===== src/rtl/cmp_pkg.sv =====
// Shared definitions for the compare scheduler.
//   cmp_op_e : operation codes (6-7 are illegal, single pass, result 0)
//   state_e  : scheduler FSM states
//   CMP_W    : default operand width
package cmp_pkg;

    localparam int unsigned CMP_W = 16;

    typedef enum logic [2:0] {
        CMP_GT = 3'd0,
        CMP_LT = 3'd1,
        CMP_GE = 3'd2,
        CMP_LE = 3'd3,
        CMP_EQ = 3'd4,
        CMP_NE = 3'd5
    } cmp_op_e;

    typedef enum logic [1:0] {
        ST_IDLE  = 2'd0,
        ST_PASS1 = 2'd1,
        ST_PASS2 = 2'd2,
        ST_DONE  = 2'd3
    } state_e;

endpackage


===== src/rtl/cmp_gt.sv =====
// Combinational greater-than comparator shared by both requesters.
// Ports:
//   i_x, i_y : operands
//   i_uns    : 1 = unsigned compare, 0 = two's-complement signed compare
//   o_gt     : i_x > i_y
module cmp_gt
    import cmp_pkg::*;
#(
    parameter int unsigned W = CMP_W
) (
    input  logic [W-1:0] i_x,
    input  logic [W-1:0] i_y,
    input  logic         i_uns,
    output logic         o_gt
);

    always_comb begin
        if (i_uns) begin
            o_gt = (i_x > i_y);
        end else begin
            o_gt = ($signed(i_x) > $signed(i_y));
        end
    end

endmodule


===== src/rtl/cmp_sched.sv =====
// Two-requester scheduler sharing one signed greater-than comparator between
// the branch unit (port 0) and the ALU set-less-than path (port 1).
// Round-robin valid/ready request side, one or two comparator passes per
// operation, held response channel tagged with the requester ID.
// Ports:
//   clk, rst_n              : clock, asynchronous active-low reset
//   req_valid / req_ready   : per-port request handshake (ready one-hot or 0)
//   reqN_a, reqN_b, reqN_op : port N operands and operation
//   reqN_uns                : port N unsigned select (CMP_SCHED_UNSIGNED_EN only)
//   rsp_valid / rsp_ready   : response handshake, response held until taken
//   rsp_id, rsp_result      : issuing port and single-bit result
// Build option: define CMP_SCHED_UNSIGNED_EN to add the unsigned-select inputs.
module cmp_sched
    import cmp_pkg::*;
#(
    parameter int unsigned W = CMP_W
) (
    input  logic         clk,
    input  logic         rst_n,
    input  logic [1:0]   req_valid,
    output logic [1:0]   req_ready,
    input  logic [W-1:0] req0_a,
    input  logic [W-1:0] req0_b,
    input  logic [2:0]   req0_op,
    input  logic [W-1:0] req1_a,
    input  logic [W-1:0] req1_b,
    input  logic [2:0]   req1_op,
`ifdef CMP_SCHED_UNSIGNED_EN
    input  logic         req0_uns,
    input  logic         req1_uns,
`endif
    output logic         rsp_valid,
    input  logic         rsp_ready,
    output logic         rsp_id,
    output logic         rsp_result
);

    state_e      r_state;
    logic        r_ptr;
    logic [W-1:0] r_a;
    logic [W-1:0] r_b;
    logic [2:0]  r_op;
    logic        r_id;
    logic        r_uns;
    logic        r_p1;
    logic        r_rsp_valid;
    logic        r_rsp_id;
    logic        r_rsp_result;

    logic        w_sel;
    logic        w_accept;
    logic        w_uns_in;
    logic        w_two_pass;
    logic        w_swap;
    logic [W-1:0] w_x;
    logic [W-1:0] w_y;
    logic        w_gt;
    logic        w_single_res;
    logic        w_double_res;

    // Both valid: the port other than the pointer wins; otherwise the lone
    // valid port wins (req_valid[1] names it when exactly one bit is set).
    assign w_sel     = (req_valid == 2'b11) ? ~r_ptr : req_valid[1];
    assign req_ready = ((r_state == ST_IDLE) && (req_valid != 2'b00))
                       ? (w_sel ? 2'b10 : 2'b01) : 2'b00;
    assign w_accept  = (req_ready != 2'b00);

`ifdef CMP_SCHED_UNSIGNED_EN
    assign w_uns_in = w_sel ? req1_uns : req0_uns;
`else
    assign w_uns_in = 1'b0;
`endif

    assign w_two_pass = (r_op == CMP_EQ) || (r_op == CMP_NE);

    // Pass 2 always evaluates gt(b,a); in pass 1 only LT and GE need the
    // swapped order, the rest use gt(a,b).
    assign w_swap = (r_state == ST_PASS2) || (r_op == CMP_LT) || (r_op == CMP_GE);
    assign w_x    = w_swap ? r_b : r_a;
    assign w_y    = w_swap ? r_a : r_b;

    cmp_gt #(.W(W)) u_gt (
        .i_x   (w_x),
        .i_y   (w_y),
        .i_uns (r_uns),
        .o_gt  (w_gt)
    );

    always_comb begin
        w_single_res = 1'b0;
        case (r_op)
            CMP_GT, CMP_LT: w_single_res = w_gt;
            CMP_GE, CMP_LE: w_single_res = ~w_gt;
            default:        w_single_res = 1'b0;
        endcase
    end

    always_comb begin
        w_double_res = 1'b0;
        if (r_op == CMP_EQ) begin
            w_double_res = ~(r_p1 | w_gt);
        end else if (r_op == CMP_NE) begin
            w_double_res = r_p1 | w_gt;
        end
    end

    always_ff @(posedge clk or negedge rst_n) begin
        if (!rst_n) begin
            r_state      <= ST_IDLE;
            r_ptr        <= 1'b1;
            r_a          <= '0;
            r_b          <= '0;
            r_op         <= '0;
            r_id         <= 1'b0;
            r_uns        <= 1'b0;
            r_p1         <= 1'b0;
            r_rsp_valid  <= 1'b0;
            r_rsp_id     <= 1'b0;
            r_rsp_result <= 1'b0;
        end else begin
            case (r_state)
                ST_IDLE: begin
                    if (w_accept) begin
                        r_a     <= w_sel ? req1_a  : req0_a;
                        r_b     <= w_sel ? req1_b  : req0_b;
                        r_op    <= w_sel ? req1_op : req0_op;
                        r_id    <= w_sel;
                        r_uns   <= w_uns_in;
                        r_ptr   <= w_sel;
                        r_state <= ST_PASS1;
                    end
                end
                ST_PASS1: begin
                    if (w_two_pass) begin
                        r_p1    <= w_gt;
                        r_state <= ST_PASS2;
                    end else begin
                        r_rsp_valid  <= 1'b1;
                        r_rsp_id     <= r_id;
                        r_rsp_result <= w_single_res;
                        r_state      <= ST_DONE;
                    end
                end
                ST_PASS2: begin
                    r_rsp_valid  <= 1'b1;
                    r_rsp_id     <= r_id;
                    r_rsp_result <= w_double_res;
                    r_state      <= ST_DONE;
                end
                ST_DONE: begin
                    if (rsp_ready) begin
                        r_rsp_valid <= 1'b0;
                        r_state     <= ST_IDLE;
                    end
                end
                default: r_state <= ST_IDLE;
            endcase
        end
    end

    assign rsp_valid  = r_rsp_valid;
    assign rsp_id     = r_rsp_id;
    assign rsp_result = r_rsp_result;

endmodule


===== config.mk =====
export PLATFORM = sky130hd
export DESIGN_NAME = cmp_sched
export DESIGN_NICKNAME = d
export VERILOG_FILES = /design/src/rtl/cmp_pkg.sv /design/src/rtl/cmp_gt.sv /design/src/rtl/cmp_sched.sv
export SDC_FILE = /design/constraint.sdc
export NUM_CORES = 1
export LEC_CHECK = 0
export ABC_AREA = 1
export CAP_MARGIN = 20
export CORE_AREA = 3 3 85 87
export CTS_CLUSTER_SIZE = 16
export DETAILED_ROUTE_END_ITERATION = 16
export DIE_AREA = 0 0 88 90
export MAX_ROUTING_LAYER = met4
export PLACE_DENSITY = 0.68
export SYNTH_ARGS = -nofsm -noshare
export SYNTH_HDL_FRONTEND = slang
export SYNTH_SLANG_ARGS = --single-unit

===== constraint.sdc =====
create_clock -name clk -period 2.49 [get_ports clk]
set_clock_uncertainty 0.1 [all_clocks]
set_input_delay 0.498 -clock clk [delete_from_list [all_inputs] [get_ports clk]]
set_output_delay 0.498 -clock clk [all_outputs]
set_load 0.02 [all_outputs]

# [After elaboration in Yosys (flattened, before gate mapping)]
# Index checks and enable logic that the tools add are counted.
# W data, S select, Z words.
[classes] n_addsub=0 multipliers=0 n_div=0 order_cmp=1 n_eq_ne=12 shifts=0 n_mux=22 n_bitwise=4 reduce_logical=17
[ops] operator="$mux W16" n=4
[ops] operator="$gt A16 B16 Y1" n=1
[ops] operator="$mux W1" n=8
[ops] operator="$mux W2" n=4
[ops] operator="$pmux W2 S4" n=1
[ops] operator="$reduce_and A2 Y1" n=4
[ops] operator="$eq A2 B2 Y1 const B" n=3
[ops] operator="$eq A3 B2 Y1 const B" n=2
[ops] operator="$eq A3 B3 Y1 const B" n=2
[ops] operator="$ne A2 B2 Y1 const B" n=3
[ops] operator="$pmux W1 S2" n=3
[ops] operator="$reduce_bool A2 Y1" n=3
[ops] operator="$reduce_or A2 Y1" n=2
[ops] operator="$eq A3 B1 Y1 const B" n=1
[ops] operator="$logic_not A3 Y1" n=1
[ops] operator="$logic_or A1 B1 Y1" n=3
[ops] operator="$mux W3" n=1
[ops] operator="$not A1 Y1" n=3
[ops] operator="$pmux W1 S3" n=1
[ops] operator="$reduce_and A3 Y1" n=1
[ops] operator="$reduce_bool A3 Y1" n=1
[ops] operator="$eq A2 B1 Y1 const B" n=1
[ops] operator="$logic_not A2 Y1" n=1
[ops] operator="$logic_and A1 B1 Y1" n=1
[ops] operator="$or A1 B1 Y1" n=1
[word_totals] regBits=43 latch_bits=0 mem_bits_rw=0 rom_bits=0 in_bits=75 output_inout_bits=5 word_cells=66 mem_count=0

# [Depth between registers and ports, before layout]
[logic_depth] ltp_word=9 depth_mapped=18

# [Modules after synthesis]
# From an unflattened synthesis, not the netlist that was laid out.
[hier_totals] cells_unflattened=437 area_unflattened_um2=3150.5
[modules_own_cells] module="cmp_sched" instances=1 cells_each=362 area_each_um2=2702.6 seq_area_each_um2=1077.3
[modules_own_cells] module="cmp_gt" instances=1 cells_each=75 area_each_um2=447.9 seq_area_each_um2=0.0

# [Worst setup path before layout]
# OpenSTA, ideal clock, no wires.
[synth_timing] path_kind="reg2out" startpoint="register r_state[0]" endpoint="output port req_ready[0]" arrival_ns=1.540 required_ns=1.892 slack_ns=0.352 path_stages_with_launch=6 cell_sequence="dfrtp_1 > inv_1 > ha_1 > o21ai_1 > a21oi_1 > buf_2"
[synth_via] elab_chain_cells=3
[synth_rtl] element="start, declared" line_no="cmp_sched.sv:38" source="state_e r_state;"
[synth_rtl] element="start signal, assigned" line_no="cmp_sched.sv:109" source="r_state <= ST_IDLE;"
[synth_rtl] element="start signal, assigned" line_no="cmp_sched.sv:130" source="r_state <= ST_PASS1;"
[synth_rtl] element="start signal, assigned" line_no="cmp_sched.sv:136" source="r_state <= ST_PASS2;"
[synth_rtl] element="$logic_not A2 Y1" line_no="cmp_sched.sv:64" source="assign req_ready = ((r_state == ST_IDLE) && (req_valid != 2'b00))"
[synth_rtl] element="$logic_and A1 B1 Y1" line_no="cmp_sched.sv:64"
[synth_rtl] element="$mux W2" line_no="cmp_sched.sv:65" source="? (w_sel ? 2'b10 : 2'b01) : 2'b00;"
[synth_rtl] element="end, declared" line_no="cmp_sched.sv:21" source="output logic [1:0] req_ready,"
# No other way between the ends.

# [Worst setup path in the final report]
[layout_timing] startpoint="register r_state[1]" endpoint="output port req_ready[0]"
# The elaborated chain is that of the path after synthesis.

==> impl_metrics.csv <==
group,metric,value,unit
drt,first_iter_violations,76,
setup_path,endpoint_kind,"output pin",
yosys,synth.area.top_cells,"dfrtp_1 (40%), nand2_1 (22%), o211ai_1 (8.9%), inv_1 (6.9%), nand3_1 (3.6%)",
setup_path,crit_path_max_fanout,5,
final_layout,diodes,0,
final_layout,mostFrequentLayoutCell,"nand2_1",
yosys,yosys.area.top_type,"dfrtp_1",
final_layout,fillers,622,
setup_path,worstSetupStartpointType,"flip-flop",
global_route,grt_remaining_overflow,0,
place,place_congestion,0.806,
drt,antenna_left,0,
clocking,clkLatencyLatePin,0.29,ns
floorplanning,die_area,7920,um2
sta,tightest_slew,0.366,ns
job,maxCapViolations,0,
status,status,"completed",
floorplanning,die_w,88,um
yosys,synth.distinct_cells,25,
setup_path,r2r_start,"r_state[0]$_DFFE_PN0P_",
sta,fin_setup_tns,0,ns
place,io_buffers,79,
clocking,cts_made_buffers,5,
floorplanning,start_util,40.7,%
yosys,syn-cell-area,2610,um2
sta,drv_slew,0,
yosys,synth_seq_area_share,41.2,%
sta,fin_crit,2.26,ns
setup_path,path_class,"flip-flop to output pin",
global_route,grt_pass1_vias,2625,
global_route,grt_util_met3,2.93,%
global_route,antenna_found_initial,0,
final_layout,final_core_util,56.7,%
final_layout,most-common-layout-cells,"nand2_1 (156), clkdlybuf4s50_1 (76), inv_1 (48), dfrtp_1 (42), o211ai_1 (31)",
floorplanning,die_h,90,um
drt,num_vias,2568,
setup_path,slowest_delay,0.42,ns
floorplanning,rows,29,
clocking,htreeDepth,2,
final_layout,nNetsFinal,540,
place,dpl.hpwl,4.85,mm
global_route,grt_pass1_wl,11.3,mm
setup_path,timing.rr.end,"rsp_result$_DFFE_PN0P_",
sta,final.setup.worst_slack,0.228,ns
setup_path,crit_arrival,1.66,ns
setup_path,crit_chain,"inv_1 > ha_1 > o21ai_1 > a21oi_2 > dlygate4sd2_1",
global_route,grt_use_met1,21.5,%
power_and_ir_drop,p_leak,1.72,nW
drt,routedWlPerCell,11.9,um
floorplanning,io_pins,80,
sta,relSlewSlack,75.6,%
sta,fin_crit_sh,90.8,%
sta,fmax,442,MHz
clocking,clock_sinks,43,
drt,first_pass_iters,4,
clocking,post_cts_buffers,0,
power_and_ir_drop,p_per_area,1150,nW/um2
global_route,grt_max_degree,44,
clocking,cts_tree,"built",
yosys,syn_nets,457,
sta,rsz0062_at_grt,"false",
worst_hold_path,hold_path.class,"input port to asynchronous set/reset pin",
final_layout,final_cells,538,
final_layout,final_cell_area,3640,um2
sta,setup_viol,0,
yosys,syn_avg_cell_area,6.93,um2
place,pre_cts_ws,-0.00345,ns
setup_path,critPathTopFamily,"buffers and inverters",
power_and_ir_drop,ir_worst_vdd,0.430,mV
setup_path,cp_slowest_cell,"dfrtp_1",
clocking,clk_pin_slew,0.08,ns
floorplanning,core-area,6420,um2
setup_path,worstPathBufferInverterCount,2,
yosys,ys_seq_elements,43,
setup_path,ff2ff_path_depth,16,
drt,via_per_inst,4.77,
global_route,grt_use_total,17.7,%
clocking,cts_root_buf,"clkbuf_8",
global_route,gr-max-usage-layer,"met2",
setup_path,ff2ff_setup_slack,0.37,ns
place,dp_cells,530,
setup_path,cp.required,1.89,ns
yosys,netlist_instances,377,
sta,final_hold_viol_count,0,
drt,routed_wl,6.38,mm
yosys,synth_top_area_share,40.2,%
final_layout,area_growth,39.3,%
global_route,grtUsageMet2,30.6,%
place,placed_area,3520,um2
clocking,cts_buffer_depth,2,
yosys,synth_warnings,0,
final_layout,final_layout_size_suffix_gt1_share,7.16,%
drt,drc_errors,0,
## per-stage QoR
stage | hold slack [ns] | total power, mW
final | 0.0651 | 4.19
after global placement | 0.366 | 3.59
after floorplan | 0.102 | 3.00
after global routing | 0.0759 | 4.68
after detailed placement | 0.365 | 3.66
after CTS | 0.0697 | 4.25
## where the power goes
group          total (mW)  internal (mW)  leakage [nW]  switching, mW
clock               0.570          0.325        0.0612          0.246
combinational        2.33          0.933          1.14           1.40
sequential           1.29           1.06         0.522          0.227
## layout make-up
class / count / area, um2 / share of cell area, %
Clock buffer: 6 / 82.6 / 2.27
Clock inverter: 2 / 35.0 / 0.962
Inverter: 52 / 195 / 5.36
Multi-Input combinational cell: 273 / 1310 / 36.0
Sequential cell: 43 / 1080 / 29.6
Tap cell: 77 / 96.3 / 2.65
Timing Repair Buffer: 85 / 845 / 23.2
## registers in the layout (all words and copies together) (netlist names)
signal      count
r_a            16
r_p1            1
rsp_result      1
rsp_valid       1
rsp_id          1
r_op            3
r_ptr           1
r_b            16
r_id            1
r_state         2
## worst register-to-register path: cells and delay by family (launching register included)
family | cells | cell delay, ns
DFF | 1 | 0.42
buffers and inverters | 3 | 0.35
adders and majority gates | 1 | 0.24
and+or+nand+nor | 12 | 0.91
## synth_stat cells
master / instances
nand2_1: 156
inv_1: 48
dfrtp_1: 42
o211ai_1: 31
nor2_1: 25
nand3_1: 19
o21ai_0: 12
a21oi_1: 6
clkbuf_1: 6
ha_1: 5
inv_2: 4
buf_2: 3
nand2_2: 3
nand3_2: 3
nand4_1: 3
nor2_2: 2
a211o_2: 1
a21boi_0: 1
and2_1: 1
dfstp_2: 1
nor2_4: 1
nor3_1: 1
nor3_2: 1
o21ai_1: 1
xnor2_1: 1
## cells by family after synthesis
group / share of synthesized area [%]
compound gates: 13.2
simple gates: 33.9
buf+inv: 8.90
flops: 41.2
fa+ha+maj: 2.39
xor+xnor: 0.335
## repair_timing
action	4_1_cts	5_1_grt
hold buffers	0	0
resized for setup	1	1
endpoints found under the setup margin	1	1
## worst max path at each step
stage | start | end | slack, ns | cells past startpoint
global route | r_state[0]$_DFFE_PN0P_ | rsp_result$_DFFE_PN0P_ | 0.09 | 16
CTS | r_state[1]$_DFFE_PN0P_ | req_ready[1] | 0.04 | 5
finish | r_state[1]$_DFFE_PN0P_ | req_ready[0] | 0.23 | 5
global placement | req_valid[1] | req_ready[0] | 0.01 | 4
detailed placement | req_valid[1] | req_ready[0] | -0.003 | 4
floorplan | r_state[0]$_DFFE_PN0P_ | req_ready[0] | 0.35 | 5
## routing by layer
metal | share of wire [%] | up-vias
met5 | 0 | -
met4 | 1.3 | 0
met3 | 4.5 | 7
met2 | 49 | 55
met1 | 45 | 1145
li1 | - | 1361
(Power assumes the default switching activity.)
